<file path="config.mk">
export PLATFORM = sky130hd
export DESIGN_NAME = packet_receiver
export DESIGN_NICKNAME = d
export VERILOG_FILES = /design/src/rtl/noc_pkg.sv /design/src/rtl/flit_shift_reg.sv /design/src/rtl/packet_receiver.sv
export SDC_FILE = /design/constraint.sdc
export NUM_CORES = 1
export LEC_CHECK = 0
export CAP_MARGIN = 0
export CORE_ASPECT_RATIO = 1.25
export CORE_MARGIN = 2
export CORE_UTILIZATION = 42
export CTS_BUF_LIST = sky130_fd_sc_hd__clkbuf_16
export CTS_CLUSTER_DIAMETER = 50
export DETAILED_ROUTE_END_ITERATION = 16
export GPL_ROUTABILITY_DRIVEN = 1
export HOLD_SLACK_MARGIN = 0.08
export PLACE_DENSITY = 0.92
export SYNTH_ARGS = -nofsm -noshare
export SYNTH_HDL_FRONTEND = slang
export SYNTH_SLANG_ARGS = --single-unit
</file>
<file path="constraint.sdc">
create_clock -name clk -period 1.8 [get_ports clk]
set_input_delay 0.36 -clock clk [delete_from_list [all_inputs] [get_ports clk]]
set_output_delay 0.36 -clock clk [all_outputs]
set_load 0.05 [all_outputs]
</file>
<file path="src/rtl/noc_pkg.sv">
// noc_pkg: definitions shared by the NoC link blocks (packet_receiver,
// port_controller).
//   - Default link geometry: flit, packet and address widths in bits.
//   - flit_count(): number of flits needed to carry a field of a given width.
//   - rx_state_t: receive FSM state encoding.
package noc_pkg;

   localparam int FLIT_SIZE    = 4;
   localparam int PACKET_SIZE  = 32;
   localparam int ADDRESS_SIZE = 16;

   // Flits needed to carry 'bits' on a link that is 'fsize' bits wide.
   function automatic int flit_count(input int bits, input int fsize);
      return bits / fsize;
   endfunction

   typedef enum logic [2:0] {
      ST_IDLE         = 3'd0,
      ST_RECV_ADDR    = 3'd1,
      ST_RECV_PAYLOAD = 3'd2,
      ST_HOLD         = 3'd3,
      ST_DROP         = 3'd4
   } rx_state_t;

endpackage

</file>
<file path="src/rtl/flit_shift_reg.sv">
// flit_shift_reg: packet assembly shift register.
// Each loaded flit enters at the LSB end, and the contents move up by one
// flit, so the first flit of a packet finishes in the MSB flit position.
// Ports:
//   clk     in   rising-edge clock
//   reset   in   asynchronous active-low reset, clears the register
//   load    in   shift flit_in in this cycle
//   flit_in in   incoming flit
//   data_q  out  register contents
module flit_shift_reg #(
   parameter int flit_size   = 4,
   parameter int packet_size = 32
) (
   input  logic                   clk,
   input  logic                   reset,
   input  logic                   load,
   input  logic [flit_size-1:0]   flit_in,
   output logic [packet_size-1:0] data_q
);

   always_ff @(posedge clk or negedge reset) begin
      if (!reset) begin
         data_q <= '0;
      end else if (load) begin
         data_q <= {data_q[packet_size-flit_size-1:0], flit_in};
      end
   end

endmodule

</file>
<file path="src/rtl/packet_receiver.sv">
// packet_receiver: collects flits from an upstream port controller into a
// packet {address, payload}. It holds the complete packet until the consumer
// acknowledges it.
// Optional feature: define ADDR_MATCH_EN to discard packets whose address
// differs from local_address. Without it, every packet is delivered.
// Ports:
//   clk            in   rising-edge clock
//   reset          in   asynchronous active-low reset
//   flit_in        in   flit from upstream
//   flit_valid     in   flit_in valid this cycle
//   receiver_full  out  backpressure to upstream (high only while holding)
//   local_address  in   this node's address (ADDR_MATCH_EN only)
//   packet_out     out  assembled packet
//   packet_address out  address field of packet_out
//   packet_valid   out  packet_out complete and held
//   packet_ack     in   consumer takes packet_out
//   packet_dropped out  one-cycle pulse when a packet is discarded
//   state_dbg      out  current FSM state (rx_state_t encoding)
module packet_receiver
   import noc_pkg::*;
#(
   parameter int flit_size    = FLIT_SIZE,
   parameter int packet_size  = PACKET_SIZE,
   parameter int address_size = ADDRESS_SIZE
) (
   input  logic                    clk,
   input  logic                    reset,
   input  logic [flit_size-1:0]    flit_in,
   input  logic                    flit_valid,
   output logic                    receiver_full,
   input  logic [address_size-1:0] local_address,
   output logic [packet_size-1:0]  packet_out,
   output logic [address_size-1:0] packet_address,
   output logic                    packet_valid,
   input  logic                    packet_ack,
   output logic                    packet_dropped,
   output logic [2:0]              state_dbg
);

   localparam int address_flit_number = flit_count(address_size, flit_size);
   localparam int flit_number         = flit_count(packet_size, flit_size);
   localparam int cnt_w               = $clog2(flit_number) + 1;
   localparam logic [cnt_w-1:0] addr_last = cnt_w'(address_flit_number - 1);
   localparam logic [cnt_w-1:0] pkt_last  = cnt_w'(flit_number - 1);

   // Handshakes:
   // - Upstream: a flit transfers in a cycle where flit_valid=1 and
   //   receiver_full=0. A flit presented while receiver_full=1 is not taken
   //   and must be held by the sender.
   // - Downstream: packet_valid stays high and packet_out stays stable until
   //   the cycle with packet_ack=1. packet_ack is ignored at other times.
   rx_state_t        state_q, state_d;
   logic [cnt_w-1:0] cnt_q, cnt_d;
   logic             accept;
   logic             addr_ok;     // the address just completed is ours
   logic             drop_done;   // last flit of a discarded packet accepted

   assign receiver_full  = (state_q == ST_HOLD);
   assign packet_valid   = (state_q == ST_HOLD);
   assign accept         = flit_valid && !receiver_full;
   assign state_dbg      = state_q;
   assign packet_address = packet_out[packet_size-1 -: address_size];

   flit_shift_reg #(
      .flit_size   (flit_size),
      .packet_size (packet_size)
   ) u_shift (
      .clk     (clk),
      .reset   (reset),
      .load    (accept),
      .flit_in (flit_in),
      .data_q  (packet_out)
   );

`ifdef ADDR_MATCH_EN
   // The address is judged in the same cycle its last flit arrives. It is
   // taken from the value the shift register is about to load.
   logic [packet_size+flit_size-1:0] shift_next;
   logic                             unused_shift_hi;
   logic                             dropped_q;

   assign shift_next      = {packet_out, flit_in};
   assign addr_ok         = (shift_next[address_size-1:0] == local_address);
   assign unused_shift_hi = ^shift_next[packet_size+flit_size-1:address_size];

   always_ff @(posedge clk or negedge reset) begin
      if (!reset) begin
         dropped_q <= 1'b0;
      end else begin
         dropped_q <= drop_done;
      end
   end

   assign packet_dropped = dropped_q;
`else
   logic unused_inputs;

   assign addr_ok        = 1'b1;
   assign packet_dropped = 1'b0;
   assign unused_inputs  = ^{local_address, drop_done};
`endif

   always_ff @(posedge clk or negedge reset) begin
      if (!reset) begin
         state_q <= ST_IDLE;
         cnt_q   <= '0;
      end else begin
         state_q <= state_d;
         cnt_q   <= cnt_d;
      end
   end

   always_comb begin
      state_d   = state_q;
      cnt_d     = cnt_q;
      drop_done = 1'b0;
      case (state_q)
         ST_IDLE: begin
            if (accept) begin
               cnt_d = cnt_w'(1);
               if (address_flit_number == 1) begin
                  state_d = addr_ok ? ST_RECV_PAYLOAD : ST_DROP;
               end else begin
                  state_d = ST_RECV_ADDR;
               end
            end
         end
         ST_RECV_ADDR: begin
            if (accept) begin
               cnt_d = cnt_q + cnt_w'(1);
               if (cnt_q == addr_last) begin
                  state_d = addr_ok ? ST_RECV_PAYLOAD : ST_DROP;
               end
            end
         end
         // DROP counts exactly like RECV_PAYLOAD. The difference is the exit:
         // a dropped packet goes back to IDLE instead of to HOLD.
         ST_RECV_PAYLOAD, ST_DROP: begin
            if (accept) begin
               if (cnt_q == pkt_last) begin
                  cnt_d = '0;
                  if (state_q == ST_DROP) begin
                     state_d   = ST_IDLE;
                     drop_done = 1'b1;
                  end else begin
                     state_d = ST_HOLD;
                  end
               end else begin
                  cnt_d = cnt_q + cnt_w'(1);
               end
            end
         end
         ST_HOLD: begin
            if (packet_ack) begin
               state_d = ST_IDLE;
            end
         end
         default: begin
            state_d = ST_IDLE;
            cnt_d   = '0;
         end
      endcase
   end

endmodule

</file>
# Yosys cells after proc, flatten, opt, wreduce, memory -nomap -nowiden
# Index checks and enable logic that the tools add are counted.
[classes]
add_sub_neg = 1
n_eq_ne = 12
mux = 13
bitwise_logic = 1
reduce_logical = 6
[op_table]
columns = ["operator", "count"]
rows = [
  ["3-bit 2-to-1 mux", 6],
  ["4-bit 2-to-1 mux", 4],
  ["4-bit one-hot mux with 4 select lines", 1],
  ["3-bit one-hot mux with 4 select lines", 1],
  ["2-bit != test (second input constant)", 5],
  ["3-bit by 2-bit == test with 1-bit output (second input constant)", 2],
  ["6-bit AND reduction", 1],
  ["4-bit by 1-bit adder with 4-bit output (second input constant)", 1],
  ["4-bit by 2-bit == test with 1-bit output (second input constant)", 1],
  ["4-bit by 3-bit == test with 1-bit output (second input constant)", 1],
  ["4-bit AND reduction", 1],
  ["3-bit by 1-bit == test with 1-bit output (second input constant)", 1],
  ["3-bit == test (second input constant)", 1],
  ["3-bit logical NOT", 1],
  ["2-bit 2-to-1 mux", 1],
  ["2-bit by 1-bit != test with 1-bit output (second input constant)", 1],
  ["2-bit OR reduction", 1],
  ["1-bit logical AND", 1],
  ["1-bit logical NOT", 1],
  ["1-bit NOT", 1],
]
[totals]
regBits = 39
in_bits = 24
out_inout_bits = 54

# Logic depth before layout (Yosys ltp)
[depth]
depth_word = 5
mapped_depth = 6
mapped_depth_nobuf = 6

# By module
# Synthesis repeated with hierarchy kept, for this count alone.
[hier_totals]
hier_cells = 129
hier_area_um2 = 1899.3
[modules_own_cells]
columns = ["module", "instances", "cells_each", "area_per_inst_um2"]
rows = [
  ["flit_shift_reg", 1, 68, 1345.0],
  ["packet_receiver", 1, 61, 554.3],
]

# Worst setup path before layout
# Ideal clock, no wire load.
[synth_path]
path_type = "register -> register"
from = "register state_q[1], in the netlist state_dbg[1]"
to = "register state_q[1], in the netlist state_dbg[1]"
setup_ns = 0.125
arrival_time_ns = 2.041
t_required_ns = 1.675
slack_ns = -0.366
stages_incl_launch_ff = 7
n_path_buf = 1
period_less_slack_ns = 2.166
cell_sequence = "dfrtp_1 > ha_1 > nor2b_1 > buf_2 > a21oi_2 > a21oi_2 > mux2_4"
[synth_via]
elab_chain_cells = 5
elab_cells_between_ends = 19
cone_classes = "eq/ne (10); mux (4); reduce/logical (5)"
[synth_rtl]
columns = ["element", "line", "source"]
rows = [
  ["from (decl)", "packet_receiver.sv:52", "rx_state_t state_q, state_d;"],
  ["from (signal assigned)", "packet_receiver.sv:108", "state_q <= state_d;"],
  ["3-bit by 2-bit == test with 1-bit output (*)", "-", ""],
  ["named net packet_valid", "packet_receiver.sv:34", "output logic packet_valid,"],
  ["1-bit logical NOT", "packet_receiver.sv:60", "assign accept = flit_valid && !receiver_full;"],
  ["1-bit logical AND", "packet_receiver.sv:60", ""],
  ["2-bit != test (no source line)", "-", ""],
  ["6-bit AND reduction (no source line)", "-", ""],
]
# Mark *: on every way through the listed nets, which the timed path passes. The rest lies on a longest branch. The select of a mux whose other input is x is not followed.
# A chain may end at the register's enable or synchronous reset.

# Final worst setup path
[layout_path]
from = "register state_q[1], in the netlist state_dbg[1]"
to = "register state_q[1], in the netlist state_dbg[1]"
[layout_via]
elab_chain_cells = 5
elab_cells_between_ends = 19
cone_classes = "eq/ne (10); mux (4); reduce/logical (5)"
[layout_rtl]
columns = ["element", "line"]
rows = [
  ["3-bit == test or 3-bit by 2-bit == test with 1-bit output (tied branches)", "packet_receiver.sv:117, packet_receiver.sv:142, packet_receiver.sv:58"],
  ["2-bit 2-to-1 mux or 1-bit logical NOT (tied branches)", "packet_receiver.sv:142, packet_receiver.sv:60"],
  ["3-bit 2-to-1 mux or 1-bit logical AND (tied branches)", "packet_receiver.sv:140, packet_receiver.sv:60"],
  ["3-bit 2-to-1 mux or 2-bit != test (tied branches)", "-"],
  ["3-bit one-hot mux with 4 select lines or 6-bit AND reduction (tied branches)", "-"],
]
# Parallel ways exist; a longest one is shown, timed or not. The select of a mux whose other input is x is not followed.

==> flow_metrics.py <==
metrics = {
    "status": {
        "outcome": "finished, final reports clean",
    },
    "final_layout": {
        "antenna_cells": 0,
        "final_core_util_pct": 58.9,
        "seq_area_um2": 953,
        "layout.nets": 205,
        "multi_input_area_um2": 656,
        "syn2layout_area_growth_pct": 35.2,
        "fillers": 344,
        "layout-drive-gt1-share_pct": 42.9,
    },
    "placement": {
        "hpwl_mm": 2.16,
        "port_buffers": 59,
        "place_congestion": 0.739,
    },
    "critical_path": {
        "critPathTopFamily": "flip-flops",
        "cp.arrival_ns": 1.84,
        "path_buf_inv": 1,
        "crit_chain": "inv_1, ha_1, nor3_2, a21oi_2, a21oi_2, mux2_4",
        "worst-setup-path-type": "reg -> reg",
        "cp-start-kind": "flop",
        "cpPeakStageDelay_ns": 0.41,
        "crit_top_cell": "a21oi_2",
        "endpoint_kind": "flop",
        "worstPathRequired_ns": 1.96,
        "slowest_stage": "dfrtp_2",
        "crit_fanout": 5,
    },
    "timing": {
        "final_max_slew_viol_count": 0,
        "fmax_mhz": 593,
        "fin_skew_ns": 0.00347,
        "setup_viol": 0,
        "whs_ns": 0.128,
        "setup_tns_ns": 0,
        "fin_crit_sh_pct": 93.6,
        "rsz0062_at_grt": "no",
        "hold_viol": 0,
        "period_needed_ns": 1.69,
    },
    "clocking": {
        "cts.sinks": 38,
        "clkLatencyLatePin_ns": 0.27,
        "cts_hold_buf": 0,
        "cts_resized": 0,
        "root_buffer": "clkbuf_16",
        "clk_pin_slew_ns": 0.05,
        "cts_tree": "yes",
        "cts_max_path_buffers": 2,
        "cts-htree-levels": 2,
        "cts_inserted_buffers": 5,
        "postCtsSetupBuffers": 0,
    },
    "drt": {
        "vias": 1109,
        "wl_mm": 2.89,
        "avgRoutedWirePerCell_um": 12.4,
        "drt-initial-drc-count": 32,
        "drtAntennaViolNets": 0,
        "drtPass1Iterations": 4,
        "drc": 0,
        "vias_per_cell": 4.76,
    },
    "floorplanning": {
        "start_util_pct": 43.6,
        "rows": 26,
        "coreArea_mm2": 0.00407,
        "die_h_um": 76.6,
        "num_io_pins": 78,
        "design.die.area_mm2": 0.00476,
        "fp.dieW_um": 62.1,
    },
    "global_route": {
        "grt_pass1_wl_mm": 4.80,
        "antenna_found_initial": 0,
        "first_global_vias": 1107,
        "grt_usage_pct": 13.1,
        "overflow": 0,
        "grt_start_max_net_pins": 39,
    },
    "synth": {
        "synthAdderAreaFrac_pct": 3.53,
        "syn_area_per_cell_um2": 13.7,
        "synth-seq-cells": 38,
        "ys_seq_area_share_pct": 53.7,
        "yosys-top-cells-area": "dfrtp_1, mux2_1, buf_4, ha_1, buf_6",
        "synthCells": 129,
        "synthFlopType": "dfrtp_1",
        "synth_area_leader_cell": "dfrtp_1",
        "synthArstFlopShare_pct": 100,
        "yosys_warnings": 0,
        "synth_mux_area_share_pct": 22.3,
        "syn_area_mm2": 0.00177,
        "synth_top_family_by_area": "multiplexers",
        "synthXorXnorAreaFrac_pct": 0,
        "synthSimpleGateAreaFrac_pct": 4.94,
        "synth_compound_area_share_pct": 4.66,
        "synth_top_area_share_pct": 53.7,
        "synth-edff-count": 0,
        "synth_cell_type_count": 29,
    },
    "hold_path": {
        "hp-class": "in -> async",
    },
    "job": {
        "maxCapViolations": 0,
    },
}
==> cells by family after synthesis <==
group | after synthesis
mux | 35
compound gates | 11
flops | 38
fa+ha+maj | 5
simple gates | 14
other cells | 1
buf+inv | 25
==> state kept, by name (all words and copies together), names as in the netlist <==
| name | count |
|---|---|
| state_dbg | 2 |
| cnt_q | 4 |
| u_shift.data_q | 32 |
==> cell type report <==
class	instances	share of cell area, %
Inverter	2	0.313
Tap cell	56	2.92
Sequential cell	38	39.8
Clock buffer	5	5.22
Timing Repair Buffer	62	21.5
Multi-Input combinational cell	67	27.4
Clock inverter	3	2.87
==> worst paths after layout <==
check                           slack [ns]  cells after the start                          start                              to
max in group asynchronous             1.33                      2                          reset        state_dbg[0]$_DFFE_PN0P_
worst min register to register        0.51                      1  u_shift.data_q[9]$_DFFE_PN0P_   u_shift.data_q[9]$_DFFE_PN0P_
min in group clk                      0.51                      1  u_shift.data_q[9]$_DFFE_PN0P_   u_shift.data_q[9]$_DFFE_PN0P_
worst min-delay path                  0.13                      2                          reset  u_shift.data_q[25]$_DFFE_PN0P_
worst max register to register        0.11                      6       state_dbg[1]$_DFFE_PN0P_        state_dbg[1]$_DFFE_PN0P_
worst max-delay path                  0.11                      6       state_dbg[1]$_DFFE_PN0P_        state_dbg[1]$_DFFE_PN0P_
==> worst register-to-register path, stage by stage, from the launching register on <==
cell	delay, ns
dfrtp_2	0.41
inv_1	0.08
ha_1	0.25
nor3_2	0.25
a21oi_2	0.10
a21oi_2	0.17
mux2_4	0.31
==> synthesized netlist by cell type (2+ instances only) <==
master and count:
o21ai_1 2, dfrtp_1 38, a21oi_1 2, nor2_1 3
a21oi_2 2, ha_1 5, mux2i_1 2, mux2_1 30
buf_6 3, nand2b_1 2, mux2_2 2, inv_1 2
buf_4 19, nand3b_1 2
==> placed cells by master, fill, tap and decap left out, drive strengths merged, types with 3 or more instances in the layout <==
| cell | count |
|---|---|
| nor2 | 3 |
| ha | 5 |
| buf | 56 |
| clkdlybuf4s50 | 6 |
| dfrtp | 38 |
| clkbuf | 5 |
| mux2 | 33 |
| a21oi | 4 |
==> layer usage <==
metal | GRT usage [%] | up-vias | share of wire (%)
met3 | 4.24 | 3 | 7.9
met4 | 3.19 | 0 | 0.45
li1 | - | 521 | -
met2 | 21.8 | 51 | 51
met1 | 16.0 | 534 | 41
met5 | 0 | - | 0
==> per-stage QoR <==
stage	instances	cell area (µm²)	setup WS, ns
5_1_grt	233	2400	0.0170
3_3_place_gp	225	2200	0.0516
4_1_cts	233	2400	0.104
6_report	233	2400	0.114
3_5_place_dp	225	2200	0.0344
2_1_floorplan	130	1790	0.0242
Power is not shown: default switching activity piles up to over one toggle a cycle in this logic, so the estimate is an artifact.
